$ cat src/rtl/irq_pkg.sv
// irq_pkg
// Shared constants for the interrupt front end, the 4-to-2 priority encoder
// and their consumers: channel count, encoded index width, per-channel mode
// values and a helper that turns an acknowledge strobe plus encoded index
// into a one-hot per-channel clear vector.
package irq_pkg;

    localparam int IRQ_NUM    = 4;
    localparam int IRQ_CODE_W = 2;

    localparam logic IRQ_MODE_LEVEL = 1'b0;
    localparam logic IRQ_MODE_EDGE  = 1'b1;

    // One-hot acknowledge vector; all zero when no strobe is present.
    function automatic logic [IRQ_NUM-1:0] irq_ack_decode(
        input logic                  ack,
        input logic [IRQ_CODE_W-1:0] code
    );
        logic [IRQ_NUM-1:0] onehot;
        onehot = '0;
        if (ack) begin
            onehot[code] = 1'b1;
        end
        return onehot;
    endfunction

endpackage

$ cat src/rtl/irq_pending_collector_if.sv
// irq_pending_collector_if
// Bundles the request, configuration, acknowledge and result signals of the
// interrupt pending collector.
//   master : drives irq_in, mode, mask, ack, ack_code, ovf_clr;
//            observes pending, irq_out, overflow
//   slave  : the collector itself (opposite directions)
interface irq_pending_collector_if;
    import irq_pkg::*;

    logic [IRQ_NUM-1:0]    irq_in;
    logic [IRQ_NUM-1:0]    mode;
    logic [IRQ_NUM-1:0]    mask;
    logic                  ack;
    logic [IRQ_CODE_W-1:0] ack_code;
    logic                  ovf_clr;
    logic [IRQ_NUM-1:0]    pending;
    logic                  irq_out;
    logic [IRQ_NUM-1:0]    overflow;

    modport master (
        output irq_in, mode, mask, ack, ack_code, ovf_clr,
        input  pending, irq_out, overflow
    );

    modport slave (
        input  irq_in, mode, mask, ack, ack_code, ovf_clr,
        output pending, irq_out, overflow
    );

endinterface

$ cat src/rtl/irq_channel.sv
// irq_channel
// One interrupt line: input sampling (optionally a 2-flop synchronizer when
// IRQ_SYNC_EN is defined), rising-edge detect, the raw pending bit and the
// sticky overflow flag.
//   clk, rst  : clock, asynchronous active-high reset
//   irq_in    : raw request line
//   mode      : 1 = rising-edge latched, 0 = level
//   ack_hit   : acknowledge addressed to this channel
//   ovf_clr   : clear the overflow flag
//   raw       : unmasked pending state
//   overflow  : sticky, set when an edge arrived while already pending
module irq_channel
    import irq_pkg::*;
(
    input  logic clk,
    input  logic rst,
    input  logic irq_in,
    input  logic mode,
    input  logic ack_hit,
    input  logic ovf_clr,
    output logic raw,
    output logic overflow
);

    logic s0;
    logic prev;
    logic rise;
    logic lost;

`ifdef IRQ_SYNC_EN
    logic meta;

    always_ff @(posedge clk or posedge rst) begin
        if (rst) begin
            meta <= 1'b0;
            s0   <= 1'b0;
            prev <= 1'b0;
        end else begin
            meta <= irq_in;
            s0   <= meta;
            prev <= s0;
        end
    end
`else
    always_ff @(posedge clk or posedge rst) begin
        if (rst) begin
            s0   <= 1'b0;
            prev <= 1'b0;
        end else begin
            s0   <= irq_in;
            prev <= s0;
        end
    end
`endif

    assign rise = s0 & ~prev;

    // A new edge on an already-pending edge channel is lost, unless the same
    // cycle's ack consumes the old request (the edge then re-arms raw).
    assign lost = (mode == IRQ_MODE_EDGE) & rise & raw & ~ack_hit;

    always_ff @(posedge clk or posedge rst) begin
        if (rst) begin
            raw      <= 1'b0;
            overflow <= 1'b0;
        end else begin
            if (mode == IRQ_MODE_LEVEL) begin
                raw <= s0;
            end else if (rise) begin
                raw <= 1'b1;
            end else if (ack_hit) begin
                raw <= 1'b0;
            end

            // Set has priority over clear so a simultaneous loss is kept.
            if (lost) begin
                overflow <= 1'b1;
            end else if (ovf_clr) begin
                overflow <= 1'b0;
            end
        end
    end

endmodule

$ cat src/rtl/irq_pending_collector.sv
// irq_pending_collector
// Front end for the 4-to-2 priority encoder: samples four request lines,
// latches rising edges or tracks levels per channel, clears edge requests on
// an encoded acknowledge and drives the masked pending vector to the encoder.
//   clk, rst : clock, asynchronous active-high reset
//   bus      : irq_pending_collector_if.slave
//              in : irq_in, mode, mask, ack, ack_code, ovf_clr
//              out: pending (to encoder in), irq_out, overflow
// Build option: define IRQ_SYNC_EN to put a 2-flop synchronizer on each
// line (input latency grows from 2 to 3 cycles).
module irq_pending_collector
    import irq_pkg::*;
#(
    parameter int NUM_IRQ = IRQ_NUM
)
(
    input  logic                    clk,
    input  logic                    rst,
    irq_pending_collector_if.slave  bus
);

    logic [IRQ_NUM-1:0] ack_vec;
    logic [IRQ_NUM-1:0] raw_vec;
    logic [IRQ_NUM-1:0] ovf_vec;
    logic [IRQ_NUM-1:0] pend;

    assign ack_vec = irq_ack_decode(bus.ack, bus.ack_code);

    for (genvar i = 0; i < NUM_IRQ; i++) begin : g_ch
        irq_channel u_ch (
            .clk      (clk),
            .rst      (rst),
            .irq_in   (bus.irq_in[i]),
            .mode     (bus.mode[i]),
            .ack_hit  (ack_vec[i]),
            .ovf_clr  (bus.ovf_clr),
            .raw      (raw_vec[i]),
            .overflow (ovf_vec[i])
        );
    end

    // Mask only gates the output; a held request appears as soon as unmasked.
    assign pend         = raw_vec & bus.mask;
    assign bus.pending  = pend;
    assign bus.irq_out  = |pend;
    assign bus.overflow = ovf_vec;

endmodule

$ cat src/flat_wrapper.sv
// flat-port wrapper written by rule: the top's interface ports become plain ports
module irq_pending_collector_flat import irq_pkg::*;
#(
    parameter int NUM_IRQ = IRQ_NUM
)
  (clk, rst, bus_irq_in, bus_mode, bus_mask, bus_ack, bus_ack_code, bus_ovf_clr, bus_pending, bus_irq_out, bus_overflow);
  irq_pending_collector_if bus_i ();
  input  logic clk;
  input  logic rst;
  input wire logic [$bits(bus_i.irq_in)-1:0] bus_irq_in;
  input wire logic [$bits(bus_i.mode)-1:0] bus_mode;
  input wire logic [$bits(bus_i.mask)-1:0] bus_mask;
  input wire logic [$bits(bus_i.ack)-1:0] bus_ack;
  input wire logic [$bits(bus_i.ack_code)-1:0] bus_ack_code;
  input wire logic [$bits(bus_i.ovf_clr)-1:0] bus_ovf_clr;
  output wire logic [$bits(bus_i.pending)-1:0] bus_pending;
  output wire logic [$bits(bus_i.irq_out)-1:0] bus_irq_out;
  output wire logic [$bits(bus_i.overflow)-1:0] bus_overflow;
  assign bus_i.irq_in = bus_irq_in;
  assign bus_i.mode = bus_mode;
  assign bus_i.mask = bus_mask;
  assign bus_i.ack = bus_ack;
  assign bus_i.ack_code = bus_ack_code;
  assign bus_i.ovf_clr = bus_ovf_clr;
  assign bus_pending = bus_i.pending;
  assign bus_irq_out = bus_i.irq_out;
  assign bus_overflow = bus_i.overflow;
  irq_pending_collector #(.NUM_IRQ(NUM_IRQ)) u_core (.clk(clk), .rst(rst), .bus(bus_i));
endmodule
$ cat config.mk
export PLATFORM = sky130hd
export DESIGN_NAME = irq_pending_collector_flat
export DESIGN_NICKNAME = d
export VERILOG_FILES = /design/src/rtl/irq_pkg.sv /design/src/rtl/irq_pending_collector_if.sv /design/src/rtl/irq_channel.sv /design/src/rtl/irq_pending_collector.sv /design/src/flat_wrapper.sv
export SDC_FILE = /design/constraint.sdc
export NUM_CORES = 1
export LEC_CHECK = 0
export CAP_MARGIN = 20
export CORE_MARGIN = 4
export CORE_UTILIZATION = 33
export CTS_CLUSTER_DIAMETER = 30
export CTS_CLUSTER_SIZE = 20
export DETAILED_ROUTE_END_ITERATION = 16
export DONT_BUFFER_PORTS = 1
export SYNTH_ARGS = -nofsm -noshare
export SYNTH_HDL_FRONTEND = slang
export SYNTH_SLANG_ARGS = --single-unit
$ cat constraint.sdc
create_clock -name clk -period 1.91 [get_ports clk]
set_clock_uncertainty 0.2 [all_clocks]
set_input_delay 0.573 -clock clk [delete_from_list [all_inputs] [get_ports clk]]
set_output_delay 0.573 -clock clk [all_outputs]
set_load 0.05 [all_outputs]
==> metrics, run 1 <==
Gate power share 0.152; Post-synth EDFFs 0; Flop pwr share 0.547; CP endpoint kind output port; Final nets 75; Max stage delay cell, worst path or4_4; Die X approximately 52 um; Worst Hold Class primary input to asynchronous set/reset pin; cell area after layout ~760 sq um; Worst Path Required 1140 ps; Detail Placement HPWL approximately 1000 um; Max-slew headroom 0.609; Die H 51.8 um; Reg clk slew, reported paths approximately 90 ps; max cap viols 0; vias in the first global route ~440; area growth from synthesis to final layout 20.2%; clock period minus worst slack ~2200 ps; crit path launch u_core.g_ch[1].u_ch.raw; IO Port Bufs 0; Ports 27; synth cell count leaders dfrtp_1 (16), a32o_1 (4), and4b_1 (4), buf_4 (4), nand2_1 (4); Slew Limit Fails 0; maximum vdd ir drop a little under 0.5 mV; CTS tree done; share of layout cells above drive strength 1 0.339; Post-synth ARST share 1.00; final wirelength roughly 1200 um; setup TNS -305 ps; worst path arrival time between 1000 and 1500 ps; Finished Core Util 0.431; CTS Hold Bufs 0; H-Tree Depth 1; CP Cell Sequence and2_4 > or4_4; initial antenna violation count 0; reg2reg end u_core.g_ch[0].u_ch.overflow; drt first pass iters 4; PD cells approximately 940 nW/um^2; Net Sw Frac 0.267; critical path's largest stage delay between 600 and 700 ps; # clock sinks 16; crit path to bus_irq_out; leading area contributor after synthesis dfrtp_1; CTS Buf Count 3; DRT iter0 DRCs 12; Slew @ Worst Pin between 500 and 600 ps; Yosys cell types 14; Worst Reg-to-Reg Cells 3; Net Count, Synth 65; DRC errors left 0; crit path max fanout 2; top-count cell post-synth dfrtp_1; largest net degree at the start of global routing 17; ys flop type dfrtp_1; maximum buffer depth of the clock tree 2; die area between 2000 and 3000 sq um; Setup-failing EPs final 1; Yosys reg bits 16; worst setup margin -305 ps; area share of the largest cell type after synthesis 0.632; core area around 1800 sq um; synth warn 0; Vias per Instance around 5.1; met3 WL around 120 um; clock share of power 0.302; RR Startpoint u_core.g_ch[0].u_ch.raw; max layer used met4; routed metal-1 wirelength between 400 and 500 um; antenna cells 0; Avg Inst Size Synth between 10 and 15 sq um; post-route antenna net violation count 0; total grt overflow 0; Sw Pwr 192 uW; top cells by area, synth dfrtp_1 (63%), a32o_1 (6.3%), and4b_1 (6.3%), buf_4 (4.7%), a22o_1 (4.2%); met2 WL 610 um; Synth Cell Area roughly 630 sq um; violated checks setup timing; Total GRT Usage 0.103; CP Class register to output port; placed inst area about 690 sq um; first-pass GRT wire length around 2000 um; P_int approximately 530 uW; Root Driver clkbuf_4; Starting Density 0.359; Tcrit/Tclk final 1.16; sequential fraction of the synthesis area 0.632; FF-to-FF setup slack 700 ps; Synth Instances 47; worst-skew pair later-pin latency 280 ps; outcome finished, violations left; Pleak about 0.00036 uW; routed via count 411; Rows 15; Max Freq around 0.45 GHz; wire length per cell 15.2 um; GPL Wtd Cong ~0.63; RSZ-0062 raised after global routing true; critical path startpoint category register; final hold violation count 0
-- layout by cell type, fill, tap and decap left out, drive strengths merged, types with 2 or more instances in the layout --
| cell type | n |
|---|---|
| a22o | 4 |
| a32o | 4 |
| and2 | 4 |
| and4b | 4 |
| buf | 9 |
| clkbuf | 4 |
| dfrtp | 16 |
| inv | 2 |
| nand2 | 4 |
| nand3b | 2 |
-- power by group through the flow --
| stage | Sequential, uW | Combinational (uW) | Clock (uW) |
|---|---|---|---|
| floorplan | 377 | 102 | 0 |
| CTS | 394 | 109 | 224 |
| finish | 393 | 109 | 217 |
| global route | 396 | 117 | 241 |
| global placement | 400 | 94.9 | 0 |
| detailed placement | 401 | 95.6 | 0 |
-- worst max-delay path, delay by kind of cell (launching register included) --
| family | cells | cell delay (ps) |
|---|---|---|
| DFF | 1 | 380 |
| and+or+nand+nor | 2 | 780 |
-- stage by stage --
step	hold slack, ps	total power [uW]	setup WS [ps]	instances
6_report	29.8	719	-305	81
5_1_grt	89.2	754	-358	81
4_1_cts	48.3	727	-318	81
3_5_place_dp	188	497	-215	74
3_3_place_gp	179	495	-212	74
2_1_floorplan	167	478	-289	47
-- cell type report --
class / instances / area [sq um]
fillers: 173 / 1000
flip-flops and latches: 16 / 400
multi-input cells: 25 / 206
repair buffers: 9 / 78.8
clock buffers: 4 / 36.3
well taps: 25 / 31.3
inverters: 2 / 7.51
-- kinds of logic after synthesis --
kind of cell	share of synthesized area
flip-flops	0.632
buffers and inverters	0.0593
AO/OA/AOI/OAI	0.121
AND/OR/NAND/NOR	0.188
-- flip-flops by register name, summed over array words and instances, names as in the netlist --
register / flops
u_core.g_ch.u_ch.overflow: 4
u_core.g_ch.u_ch.prev: 4
u_core.g_ch.u_ch.raw: 4
u_core.g_ch.u_ch.s0: 4
-- per-layer routing --
metal | vias up | track usage
met5 | - | 0
met3 | 2 | 0.0602
li1 | 187 | -
met2 | 20 | 0.159
met1 | 202 | 0.128
met4 | 0 | 0.0131
-- what timing repair did --
item	4_1_cts	5_1_grt
setup endpoints to repair	2	2
pin swaps	1	0
gates cloned	0	0
setup buffers	3	1
resized for setup	3	1
-- worst min-delay path by stage --
stage / to / depth (start not counted) / from
3_5_place_dp: u_core.g_ch[2].u_ch.prev / 0 / u_core.g_ch[2].u_ch.s0
3_3_place_gp: u_core.g_ch[2].u_ch.prev / 0 / u_core.g_ch[2].u_ch.s0
2_1_floorplan: u_core.g_ch[2].u_ch.prev / 0 / u_core.g_ch[2].u_ch.s0
6_report: u_core.g_ch[3].u_ch.s0 / 1 / rst
4_1_cts: u_core.g_ch[3].u_ch.overflow / 1 / rst
5_1_grt: u_core.g_ch[3].u_ch.prev / 1 / rst
(Power assumes the default switching activity.)
==> run 2, diff against run 1 <==
- DONT_BUFFER_PORTS: 1 -> not set
==> run 2 against run 1 <==
First-iteration DRC count decreased by 58%. Via count increased by 27%. Sequential share of layout area decreased by 17 points. Non-clock buffer count increased by 31. Clock power increased by 4%. Highest routed layer is now met3. The flow still finishes with violations (setup timing). Die area unchanged. Critical path type unchanged.
==> metrics, run 2 (synthesized netlist as in run 1, its figures left out) <==
maximum vdd ir drop 0.477 mV (was 0.495 mV); Root Driver clkbuf_4 (unchanged); placed insts 105 (was 74); post-route antenna net violation count 0 (unchanged); PD cells 739 nW/um^2 (was 945 nW/um^2); Rows 15 (unchanged); worst path arrival time 1530 ps (was 1440 ps); # clock sinks 16 (unchanged); first-pass GRT wire length 2420 um (was 2010 um); die area 2680 sq um (unchanged); violated checks setup timing (unchanged); maximum buffer depth of the clock tree 2 (unchanged); drt first pass iters 2 (was 4); Pleak 0.000525 uW (was 0.000358 uW); Max-slew headroom 0.865 (was 0.609); Ports 27 (unchanged); Max Freq 0.435 GHz (was 0.452 GHz); Slew Limit Fails 0 (unchanged); IO Port Bufs 26 (was 0); most frequent cells in the layout dfrtp_1 (16), clkdlybuf4s50_1 (13), buf_4 (11), buf_12 (8) (was dfrtp_1 (16), buf_4 (7)); initial antenna violation count 0 (unchanged); worst-skew pair later-pin latency 290 ps (was 280 ps); Starting Density 0.359 (unchanged); RSZ-0062 raised after global routing true (unchanged); final hold violation count 0 (unchanged); Final nets 106 (was 75); DRT iter0 DRCs 5 (was 12); Vias per Instance 4.64 (was 5.07); worst setup margin -389 ps (was -305 ps); max cap viols 0 (unchanged); DRC errors left 0 (unchanged); Finished Core Util 0.640 (was 0.431); Die X 51.8 um (unchanged); core area 1760 sq um (unchanged); leading cell type in the layout, fill and taps excluded dfrtp_1 (unchanged); GPL Wtd Cong 0.692 (was 0.627); vias in the first global route 568 (was 437); largest net degree at the start of global routing 17 (unchanged); M2 GR Usage 0.218 (was 0.159); antenna cells 0 (unchanged); setup TNS -420 ps (was -305 ps); Reg clk slew, reported paths 100 ps (was 90 ps); share of layout cells above drive strength 1 0.414 (was 0.339); critical path startpoint category register (unchanged); outcome finished, violations left (unchanged); CTS tree done (unchanged); final wirelength 1460 um (was 1230 um); Finished Layout Cells 112 (was 81); H-Tree Depth 1 (unchanged); CP endpoint kind output port (unchanged); CTS Buf Count 3 (unchanged); met1 Resource Use GR 0.141 (was 0.128); Worst Path Required 1140 ps (about the same); total grt overflow 0 (unchanged); Most Crowded Layer GR met2 (unchanged); Setup-failing EPs final 2 (was 1); Tcrit/Tclk final 1.20 (was 1.16); crit path max fanout 2 (unchanged); Worst Hold Class register to register (was primary input to asynchronous set/reset pin); clock period minus worst slack 2300 ps (was 2210 ps); wire length per cell 13.1 um (was 15.2 um); routed via count 520 (was 411); CP Class register to output port (unchanged); area growth from synthesis to final layout 78.3% (was 20.2%); met3 usage 0.0544 (was 0.0602); Die H 51.8 um (unchanged); Total GRT Usage 0.129 (was 0.103); Slew @ Worst Pin 202 ps (was 585 ps)
## run 2: path summary, 6_finish.rpt
check	slack [ps]	end	cells after the start	start
worst max-delay path	-390	bus_irq_out	3	u_core.g_ch[1].u_ch.raw
max in group asynchronous	960	u_core.g_ch[0].u_ch.prev	3	rst
min in group asynchronous	370	u_core.g_ch[3].u_ch.prev	3	rst
worst min register to register	210	u_core.g_ch[1].u_ch.prev	0	u_core.g_ch[1].u_ch.s0
worst min-delay path	210	u_core.g_ch[1].u_ch.prev	0	u_core.g_ch[1].u_ch.s0
worst max register to register	590	u_core.g_ch[1].u_ch.overflow	4	u_core.g_ch[1].u_ch.raw
## run 2: through the flow
stage | worst slack, ps | total power [uW] | area, sq um | hold WS [ps]
floorplan | -289 | 478 | 643 | 167
global placement | -716 | 600 | 1060 | 184
detailed placement | -716 | 603 | 1060 | 182
CTS | -406 | 837 | 1110 | 209
global route | -428 | 878 | 1130 | 229
finish | -389 | 834 | 1130 | 211
## run 2: power breakdown
part / internal (uW) / total [uW] / switching, uW
sequential: 360 / 375 / 15.0
clock: 116 / 226 / 110
combinational: 134 / 233 / 98.4
total: 611 / 834 / 223
## run 2: routing by layer
metal	share of wire	vias to the layer above	wire, um
li1	-	250	-
met3	0.077	0	112
met5	0	-	0
met2	0.52	17	766
met4	0	0	0
met1	0.40	253	586
## run 2: cell type report
class | instances | area [sq um]
timing repair buffer | 40 | 447
sequential | 16 | 400
fill | 152 | 636
clock buffer | 4 | 36.3
inverter | 2 | 7.51
multi-input combinational | 25 | 206
tap | 25 | 31.3
## run 2: critical path, stage by stage, from the launching register on
cell	delay, ps
dfrtp_1	390
and2_4	140
or4_4	530
buf_8	170
## run 2: what timing repair did
action	CTS	global route
pin swaps	3	4
resized for setup	15	2
hold buffers	0	0
endpoints found under the setup margin	5	4
setup buffers	1	2
cloned	0	0
